[src/rtl/modn_updown_counter.sv]
// rtl/modn_updown_counter.sv - modulo-N loadable up/down counter with enable, terminal-count pulse and load-range check (optional MODN_COUNTER_SATURATE_EN)
module modn_updown_counter #(
    parameter int WIDTH   = 4,
    parameter int MODULUS = 15
) (
    input  logic             clock,
    input  logic             reset,
    input  logic             en,
    input  logic             load,
    input  logic             mode,
    input  logic [WIDTH-1:0] data,
    output logic [WIDTH-1:0] data_out,
    output logic             tc,
    output logic             load_err
);

    // MODULUS is never materialised as a WIDTH-bit value (it would overflow
    // when MODULUS == 2**WIDTH); every decision compares against LAST instead.
    localparam logic [WIDTH-1:0] LAST = WIDTH'(MODULUS - 1);
    localparam logic [WIDTH-1:0] ONE  = WIDTH'(1);
    localparam logic [WIDTH-1:0] ZERO = '0;

    // Reject impossible configurations at elaboration time.
    if (MODULUS < 2 || longint'(MODULUS) > (longint'(1) << WIDTH)) begin : g_bad_modulus
        $fatal(1, "modn_updown_counter: MODULUS must satisfy 2 <= MODULUS <= 2**WIDTH");
    end

    logic             load_ok;
    logic             at_last;
    logic             at_zero;
    logic [WIDTH-1:0] count_up;
    logic [WIDTH-1:0] count_down;

    // Range check and neighbour values of the current count.
    always_comb begin
        load_ok    = (data <= LAST);
        at_last    = (data_out == LAST);
        at_zero    = (data_out == ZERO);
        count_up   = data_out + ONE;
        count_down = data_out - ONE;
    end

    // Count register with load > enable > hold priority; pulses default low each cycle.
    always_ff @(posedge clock or negedge reset) begin
        if (!reset) begin
            data_out <= ZERO;
            tc       <= 1'b0;
            load_err <= 1'b0;
        end else begin
            tc       <= 1'b0;
            load_err <= 1'b0;
            if (load) begin
                // A rejected load leaves the count alone and still suppresses counting.
                if (load_ok) begin
                    data_out <= data;
                end else begin
                    load_err <= 1'b1;
                end
            end else if (en) begin
                if (mode) begin
`ifdef MODN_COUNTER_SATURATE_EN
                    // Parked at the upper bound: stay, no further pulse.
                    if (!at_last) begin
                        data_out <= count_up;
                        tc       <= (count_up == LAST);
                    end
`else
                    if (at_last) begin
                        data_out <= ZERO;
                        tc       <= 1'b1;
                    end else begin
                        data_out <= count_up;
                    end
`endif
                end else begin
`ifdef MODN_COUNTER_SATURATE_EN
                    // Parked at zero: stay, no further pulse.
                    if (!at_zero) begin
                        data_out <= count_down;
                        tc       <= (count_down == ZERO);
                    end
`else
                    if (at_zero) begin
                        data_out <= LAST;
                        tc       <= 1'b1;
                    end else begin
                        data_out <= count_down;
                    end
`endif
                end
            end
        end
    end

endmodule

[config.mk]
export PLATFORM = sky130hd
export DESIGN_NAME = modn_updown_counter
export DESIGN_NICKNAME = d
export VERILOG_FILES = /design/src/rtl/modn_updown_counter.sv
export SDC_FILE = /design/constraint.sdc
export NUM_CORES = 1
export LEC_CHECK = 0
export ABC_AREA = 1
export BUFFER_PORTS_ARGS = -buffer_cell sky130_fd_sc_hd__clkbuf_2
export CAP_MARGIN = 40
export CORE_AREA = 4 4 41 43
export CTS_CLUSTER_SIZE = 12
export DETAILED_ROUTE_END_ITERATION = 10
export DIE_AREA = 0 0 45 47
export GPL_TIMING_DRIVEN = 0
export PLACE_DENSITY_LB_ADDON = 0.05
export RECOVER_POWER = 50
export REMOVE_ABC_BUFFERS = 1
export SYNTH_ARGS = -nofsm -noshare
export SYNTH_HDL_FRONTEND = slang
export SYNTH_SLANG_ARGS = --single-unit
[constraint.sdc]
create_clock -name clock -period 1.7 [get_ports clock]
set_clock_uncertainty 0.05 [all_clocks]
set_input_delay 0.085 -clock clock [delete_from_list [all_inputs] [get_ports clock]]
set_output_delay 0.085 -clock clock [all_outputs]
set_load 0.01 [all_outputs]
==> results of run 1 <==
[power groups by stage]
stage	logic [mW]	clock network, mW	registers, mW
floorplan	0.104	0	0.198
finish	0.164	0.125	0.199
global placement	0.163	0	0.200
CTS	0.167	0.129	0.200
detailed placement	0.165	0	0.202
global route	0.189	0.136	0.205
[through the flow]
| step | total power [mW] | hold WS [ps] |
|---|---|---|
| 2_1_floorplan | 0.302 | -261 |
| 3_3_place_gp | 0.363 | -137 |
| 3_5_place_dp | 0.367 | -133 |
| 4_1_cts | 0.497 | 71.0 |
| 5_1_grt | 0.529 | 86.4 |
| 6_report | 0.488 | 82.1 |
[state kept, by name, indices dropped and copies added (netlist names)]
name	cells
tc	1
data_out	4
load_err	1
[synth_stat cells, drive strengths merged]
cell,number
nand2,15
xor2,1
o21ai,4
o22ai,2
inv,11
nor3,2
dfrtp,6
nand3,8
buf,1
a21oi,2
nor2,14
ha,4
nand4,1
[worst max-delay path: cells and delay by family (launching register included)]
| kind | cells | cell delay, ps |
|---|---|---|
| AO/OA/AOI/OAI | 2 | 230 |
| adder cells (fa/ha/maj) | 1 | 230 |
| buffers and inverters | 2 | 210 |
| flip-flops | 1 | 480 |
| AND/OR/NAND/NOR | 3 | 180 |
[logic make-up (layout without fill, tap and decap cells)]
kind of cell / after synthesis / after routing
buffers and inverters: 12 / 29
AOI/OAI and AO/OA: 8 / 8
DFF: 6 / 6
and+or+nand+nor: 40 / 40
xor gates and xnor gates: 1 / 1
adders and majority gates: 4 / 4
[area by class of cell]
cell class                      count  area (um2)  area share (%)
Multi-Input combinational cell     53         284            47.8
Sequential cell                     6         151            25.5
Timing Repair Buffer               15        76.3            12.8
Inverter                           11        41.3            6.95
Clock buffer                        3        22.5            3.79
Tap cell                           15        18.8            3.16
[worst max path at each step]
stage | from | end | slack [ps] | cells past startpoint
floorplan | data_out[0] | data_out[2] | 290 | 8
global placement | data_out[0] | data_out[2] | 140 | 8
detailed placement | data_out[0] | data_out[2] | 110 | 8
CTS | data_out[0] | data_out[2] | 100 | 8
global route | data_out[1] | data_out[2] | 70 | 8
finish | data_out[1] | data_out[2] | 190 | 8
[what timing repair did]
| action | in CTS | in global routing |
|---|---|---|
| endpoints found under the setup margin | 0 | 2 |
| hold buffers | 1 | 0 |
| endpoints found under the hold margin | 6 | 0 |
| gates resized for setup | 0 | 1 |
[routing by layer]
layer  part of all wire [%]  wire length [um]  global-route usage (%)
met2                     48               555                    20.1
met1                     47               538                    15.4
met3                    4.1                47                    1.15
met4                   0.70                 8                    8.77
met5                      0                 0                       0
==> flow_summary.ini, run 1 <==
[sta]
period_needed_ps = 1510
layout_setup_ws_ps = 192
max_freq_ghz = 0.663
worstMarginPinSlew_ps = 311
finalSetupViolCount = 0
relSlewSlack_pct = 79.3
rsz0062_at_grt = false
period_share_pct = 88.7
slew_viol_final = 0
fin_setup_tns_ps = 0
hold_violations = 0

[min_path]
whs_endpoint = load_err
min-delay-start = data[0]
min_path_cells = 3
hp-class = primary input to register

[drt]
vias = 485
via_per_inst = 4.71
wl_per_cell_um = 11.2
drt_iter0_drc = 4
wl_mm = 1.15
drt_pass1_iterations = 2
drc = 0
antenna_left = 0

[global_route]
track_usage_pct = 12.4
antenna_found_initial = 0
grt_pass1_vias = 452
grt_max_degree = 10
overflow = 0
grt_pass1_wl_mm = 1.83

[synthesis]
yosysTopAreaCell = dfrtp_1
ys_warn_count = 0
syn_area_um2 = 483
synth-seq-area-share_pct = 31.1
synth_area_leaders = dfrtp_1 31%, ha_1 10%, nand2_1 10%
syn_avg_cell_area_um2 = 6.80
yosysUniqueCellTypes = 19
yosys.area_share.simple_pct = 36.3
ys_ff_latch = 6
synth_top_family_by_area = simple AND/OR/NAND/NOR gates
synth-compound-area-share_pct = 10.9
muxShareOfSynthArea_pct = 0
synthAdderAreaFrac_pct = 10.4
synth_top_area_share_pct = 31.1
synth_xor_xnor_area_share_pct = 1.81
syn_inst = 71

[placement]
dp_cells = 99
finalWeightedCongestion = 0.794
hpwl_um = 933
dp_slack_ps = 108
portBuffers = 14
place_area_um2 = 567

[clocking]
cts.path.max_buffers = 2
clock-sinks = 6
post_cts_buffers = 0
tritoncts = yes
clock_latency_ps = 230
cts_root_buf = clkbuf_4
cts-htree-levels = 1
clk_transition_reported_paths_ps = 40
cts_buffers = 3

[die]
placeableCoreArea_um2 = 1300
rows = 13
die_area_um2 = 2120
initial_utilization_pct = 37.1
die_y_um = 47
io-pin-count = 15
die_w_um = 45

[setup_path]
slowest_delay_ps = 480
rrSetupSlack_ps = 190
rr_endpoint = data_out[2]
worstPathRequired_ps = 1770
crit_slowest_cell = dfrtp_1
path_cells = inv_1 > ha_1 > inv_1 > nor2_1 > o21ai_0 > nand3_1 > nand2_1 > o21ai_1
path_max_fanout = 7
worst_setup_path_end_kind = register
r2r_cells = 8
start_kind = register
cp.arrival_ps = 1580
crit-reg2reg-launch = data_out[1]
critPathKind = register to register
cp_common_cell = inv_1

[pwr]
p_comb_share_pct = 33.6
internal_power_mw = 0.309
pwr-share-clk_pct = 25.6
powerDensity_nw_per_um2 = 821
peakVddDrop_mv = 0.228
power_frac_seq_pct = 40.7
p_sw_mw = 0.179
leakage_nw = 0.330
switching_share_pct = 36.7

[finish]
final_util_pct = 45.7
fillers = 152
final_cell_mix = 13 x nor2_1, 13 x nand2_1, 11 x clkbuf_2
stdcell_count = 103
layout-drive-gt1-share_pct = 23.9
area_growth_pct = 23.1
final_area_um2 = 594
nets = 103
num_antenna_cells = 0

[run]
maxCapViolCount = 0

[status]
status = completed
Note: power is estimated with default switching activity, not from simulation.
==> run 2: changes to the inputs <==
- clock period: 1.7 -> 1.9 ns (I/O delays scaled with it)
==> run 2 against run 1 <==
Against the previous run: sequential share of layout area shrank 0.16 points; global-route usage is the same; fmax shrank 2.5%; die area is the same; count of clock-buffer cells in the layout is the same; largest power group unchanged.
==> flow_summary.ini, run 2 (synthesis results as in run 1) <==
[status]
status = completed

[drt]
drt_pass1_iterations = 2
drc = 0
antenna_left = 0
drt_iter0_drc = 4
wl_mm = 1.15
via_per_inst = 4.71
wl_per_cell_um = 11.2
vias = 485

[global_route]
grt_max_degree = 10
grt_pass1_wl_mm = 1.83
overflow = 0
track_usage_pct = 12.4
antenna_found_initial = 0
grt_pass1_vias = 452

[clocking]
cts_buffers = 3
tritoncts = yes
clk_transition_reported_paths_ps = 40
cts_root_buf = clkbuf_4
cts.path.max_buffers = 2
cts_resized = 0
clock-sinks = 6
cts-htree-levels = 1
clock_latency_ps = 230

[finish]
area_growth_pct = 22.8
layout-drive-gt1-share_pct = 22.7
num_antenna_cells = 0
regMostFlops = data_out
nets = 103
reg_top3 = data_out: 4 flops, load_err: 1 flops, tc: 1 flops
final_area_um2 = 593
final_cell_mix = 13 x nor2_1, 13 x nand2_1, 11 x clkbuf_2
largest_register_ffs = 4

[sta]
rsz0062_at_grt = false
hold_violations = 0
max_freq_ghz = 0.647
relSlewSlack_pct = 79.3
period_share_pct = 81.4
layout_setup_ws_ps = 354
worstMarginPinSlew_ps = 311
finalSetupViolCount = 0
period_needed_ps = 1550
slew_viol_final = 0
fin_setup_tns_ps = 0

[die]
die_y_um = 47
io-pin-count = 15
initial_utilization_pct = 37.1
die_area_um2 = 2120
placeableCoreArea_um2 = 1300
die_w_um = 45
rows = 13

[placement]
place_area_um2 = 567
finalWeightedCongestion = 0.794
hpwl_um = 933
portBuffers = 14
dp_slack_ps = 308

[pwr]
peakVddDrop_mv = 0.204
powerDensity_nw_per_um2 = 734
leakage_nw = 0.331

[min_path]
hp-class = primary input to register

[setup_path]
start_kind = register
critPathKind = register to register
path_max_fanout = 7
worst_setup_path_end_kind = register
worstPathRequired_ps = 1970
cp.arrival_ps = 1610

[run]
maxCapViolCount = 0
==> run 2: worst paths after layout <==
check                                  from           to  slack, ps  depth (start not counted)
worst max-delay path            data_out[0]  data_out[2]        350                          8
worst min-delay path                data[0]     load_err         90                          3
worst max register to register  data_out[0]  data_out[2]        350                          8
worst min register to register  data_out[3]  data_out[3]        600                          2
max in group asynchronous             reset     load_err       1360                          2
min in group asynchronous             reset  data_out[3]        210                          2
==> run 2: timing repair <==
action / CTS / global route
setup endpoints to repair: 0 / 0
buffers inserted: 0 / 0
hold buffers: 1 / 0
hold endpoints to repair: 6 / 0
==> run 2: layout make-up <==
cell class	count	area, um2
clock buffers	3	22.5
fillers	151	708
inverters	11	41.3
multi-input cells	53	284
flip-flops and latches	6	150
well taps	15	18.8
repair buffers	15	76.3
==> run 2: per-layer routing <==
layer  track usage (%)  part of all wire, %  vias to the layer above
met1              15.4                   47                      218
met4              8.77                 0.70                        0
met5                 0                    0                        -
met2              20.1                   48                        7
li1                  -                    -                      258
met3              1.15                  4.1                        2
==> run 2: worst max-delay path, cell delays in order (launching register included) <==
cell and delay (ps):
dfrtp_1 480, inv_1 150, ha_1 250, inv_1 80, nor2_1 40, o21ai_0 170
nand3_1 80, nand2_1 60, o21ai_1 60
==> run 2: report_power, final <==
group	internal (mW)	total (mW)	switching, mW	leakage, nW
Clock	0.0711	0.111	0.0404	0.0138
Combinational	0.0612	0.147	0.0855	0.242
Sequential	0.143	0.177	0.0341	0.0748
==> run 2: through the flow <==
stage	power, mW	hold WS, ps	std cells	util [%]
final	0.435	92.7	103	45.6
after global routing	0.472	96.2	103	45.6
after CTS	0.444	81.0	103	46.1
after detailed placement	0.328	-123	99	43.6
after global placement	0.325	-127	99	43.6
after floorplan	0.270	-251	70	-
==> run 3: changes to the inputs <==
- ABC_AREA: 1 -> 0
- clock period: 1.9 -> 1.4 ns (I/O delays scaled with it)
==> run 3 against run 2 <==
Against the previous run: the flow now finishes with violations (negative setup slack); die area did not move; critical path depth decreased by 2; count of clock-buffer cells in the layout stayed put; register-to-register slack lost 440 ps; final cell count shrank 15%; global-route usage fell by 0.67 points; highest routed layer is now met3.
==> flow_summary.ini, run 3 <==
[global_route]
overflow = 0
antenna_found_initial = 0
grt_pass1_vias = 429
track_usage_pct = 11.7
grt_max_degree = 12
grt_pass1_wl_mm = 1.80

[setup_path]
cp.arrival_ps = 1590
path_cells = buf_6 > ha_4 > a21oi_2 > o21ai_1 > a221o_1 > a22oi_2
start_kind = register
crit-reg2reg-launch = data_out[1]
worst_setup_path_end_kind = register
path_max_fanout = 5
crit_slowest_cell = dfrtp_2
rr_endpoint = data_out[2]
slowest_delay_ps = 430
crit_buf_inv = 1
critPathKind = register to register
r2r_cells = 6
crit_family = compound AO/OA/AOI/OAI gates
worstPathRequired_ps = 1510
rrSetupSlack_ps = -90

[finish]
stdcell_count = 88
regMostFlops = data_out
final_common_cell = clkbuf_2
area_growth_pct = 41.1
nets = 88
largest_register_ffs = 4
layout-drive-gt1-share_pct = 52.1
num_antenna_cells = 0
final_cell_mix = 13 x clkbuf_2, 4 x nor2_1, 4 x dfrtp_1, 4 x buf_4
reg_top3 = data_out: 4 flops, load_err: 1 flops, tc: 1 flops

[drt]
drt_iter0_drc = 9
drc = 0
wl_mm = 1.17
antenna_left = 0
wl_per_cell_um = 13.3
vias = 471
via_per_inst = 5.35
drt_pass1_iterations = 3

[pwr]
peakVddDrop_mv = 0.313
powerDensity_nw_per_um2 = 1040
leakage_nw = 0.311
fin_total_pwr_mw = 0.711

[min_path]
min-delay-start = en
whs_endpoint = tc
hp-class = primary input to register
min_path_cells = 2

[sta]
max_freq_ghz = 0.673
worstMarginPinSlew_ps = 379
layout_setup_ws_ps = -86.9
slew_viol_final = 0
relSlewSlack_pct = 74.7
hold_violations = 0
period_share_pct = 106
period_needed_ps = 1490
finalSetupViolCount = 3
rsz0062_at_grt = true

[clocking]
tritoncts = yes
cts-htree-levels = 1
clock-sinks = 6
clock_latency_ps = 230
clk_transition_reported_paths_ps = 40
cts_buffers = 3
cts.path.max_buffers = 2
cts_root_buf = clkbuf_4

[die]
die_y_um = 47
die_area_um2 = 2120
io-pin-count = 15
placeableCoreArea_um2 = 1300
rows = 13
die_w_um = 45
initial_utilization_pct = 37.4

[synthesis]
yosys.area_share.simple_pct = 14.7
synthAdderAreaFrac_pct = 10.3
yosysUniqueCellTypes = 27
synth_most_common_cell = dfrtp_1
muxShareOfSynthArea_pct = 0
synth_common_cells = 6 x dfrtp_1, 4 x a21oi_1, 4 x ha_1, 4 x inv_1, 4 x nor2_1
ys_warn_count = 0
yosysTopAreaCell = dfrtp_1
synth-seq-area-share_pct = 30.8
synth_area_leaders = dfrtp_1 31%, ha_1 10%, buf_6 4.6%
synth_top_area_share_pct = 30.8
synth_edf_count = 0
synth_flop_cell = dfrtp_1
ys_ff_latch = 6
synth-compound-area-share_pct = 33.9
syn_inst = 52
syn_area_um2 = 487
async_flop_share_pct = 100
synth_top_family_by_area = compound AO/OA/AOI/OAI gates
synth_xor_xnor_area_share_pct = 0
syn_avg_cell_area_um2 = 9.36

[placement]
portBuffers = 14
hpwl_um = 785
dp_cells = 77
finalWeightedCongestion = 0.678

[status]
violations = negative setup slack
status = finished with violations

[run]
maxCapViolCount = 0
-- run 3: cells by family (layout without fill, tap and decap cells) --
| kind of cell | count (synthesis) | count (layout) |
|---|---|---|
| AOI/OAI and AO/OA | 21 | 21 |
| adders and majority gates | 4 | 4 |
| DFF | 6 | 6 |
| buffers and inverters | 8 | 29 |
| and+or+nand+nor | 13 | 13 |
-- run 3: per-stage QoR --
stage	hold WS, ps	util (%)	area, um2	worst slack, ps	TNS [ps]
after floorplan	-276	-	452	-273	-748
after global placement	-150	41.5	541	-445	-1510
after detailed placement	-150	41.5	541	-425	-1380
after CTS	51.2	52.4	682	-102	-252
after global routing	61.3	52.8	687	-156	-527
final	57.2	52.8	687	-86.9	-229
-- run 3: worst max-delay path by stage --
stage / slack (ps) / depth (start not counted) / endpoint / from
6_report: -90 / 6 / data_out[2] / data_out[1]
5_1_grt: -160 / 6 / data_out[3] / data_out[1]
4_1_cts: -100 / 6 / data_out[3] / data_out[1]
3_5_place_dp: -420 / 6 / data_out[3] / data_out[0]
3_3_place_gp: -450 / 6 / data_out[3] / data_out[0]
2_1_floorplan: -270 / 6 / data_out[3] / data_out[0]
-- run 3: worst register-to-register path: stages (launching register included) --
cell and delay [ps]:
dfrtp_2 430, buf_6 130, ha_4 170, a21oi_2 120, o21ai_1 60, a221o_1 320
a22oi_2 120
-- run 3: repair_timing --
action,in CTS,in global routing
pin swaps,8,1
setup endpoints to repair,5,4
cloned,0,0
endpoints found under the hold margin,6,0
resized for setup,16,1
buffers inserted,7,0
hold buffers,1,0
-- run 3: layout make-up --
cell class,count,area [um2]
Tap cell,15,18.8
Multi-Input combinational cell,38,333
Sequential cell,6,153
Inverter,4,17.5
Timing Repair Buffer,22,143
Fill cell,125,614
Clock buffer,3,22.5
-- run 3: where the power goes --
| group | internal, mW | switching [mW] |
|---|---|---|
| Clock | 0.0964 | 0.0546 |
| Sequential | 0.196 | 0.0438 |
| Combinational | 0.167 | 0.154 |
| Total | 0.459 | 0.252 |
-- run 3: routing by layer --
metal | track usage (%) | vias to the layer above | part of all wire (%)
li1 | - | 238 | -
met1 | 14.9 | 219 | 47
met2 | 19.8 | 14 | 47
met3 | 1.53 | 0 | 6.0
met4 | 5.26 | 0 | 0
met5 | 0 | - | 0
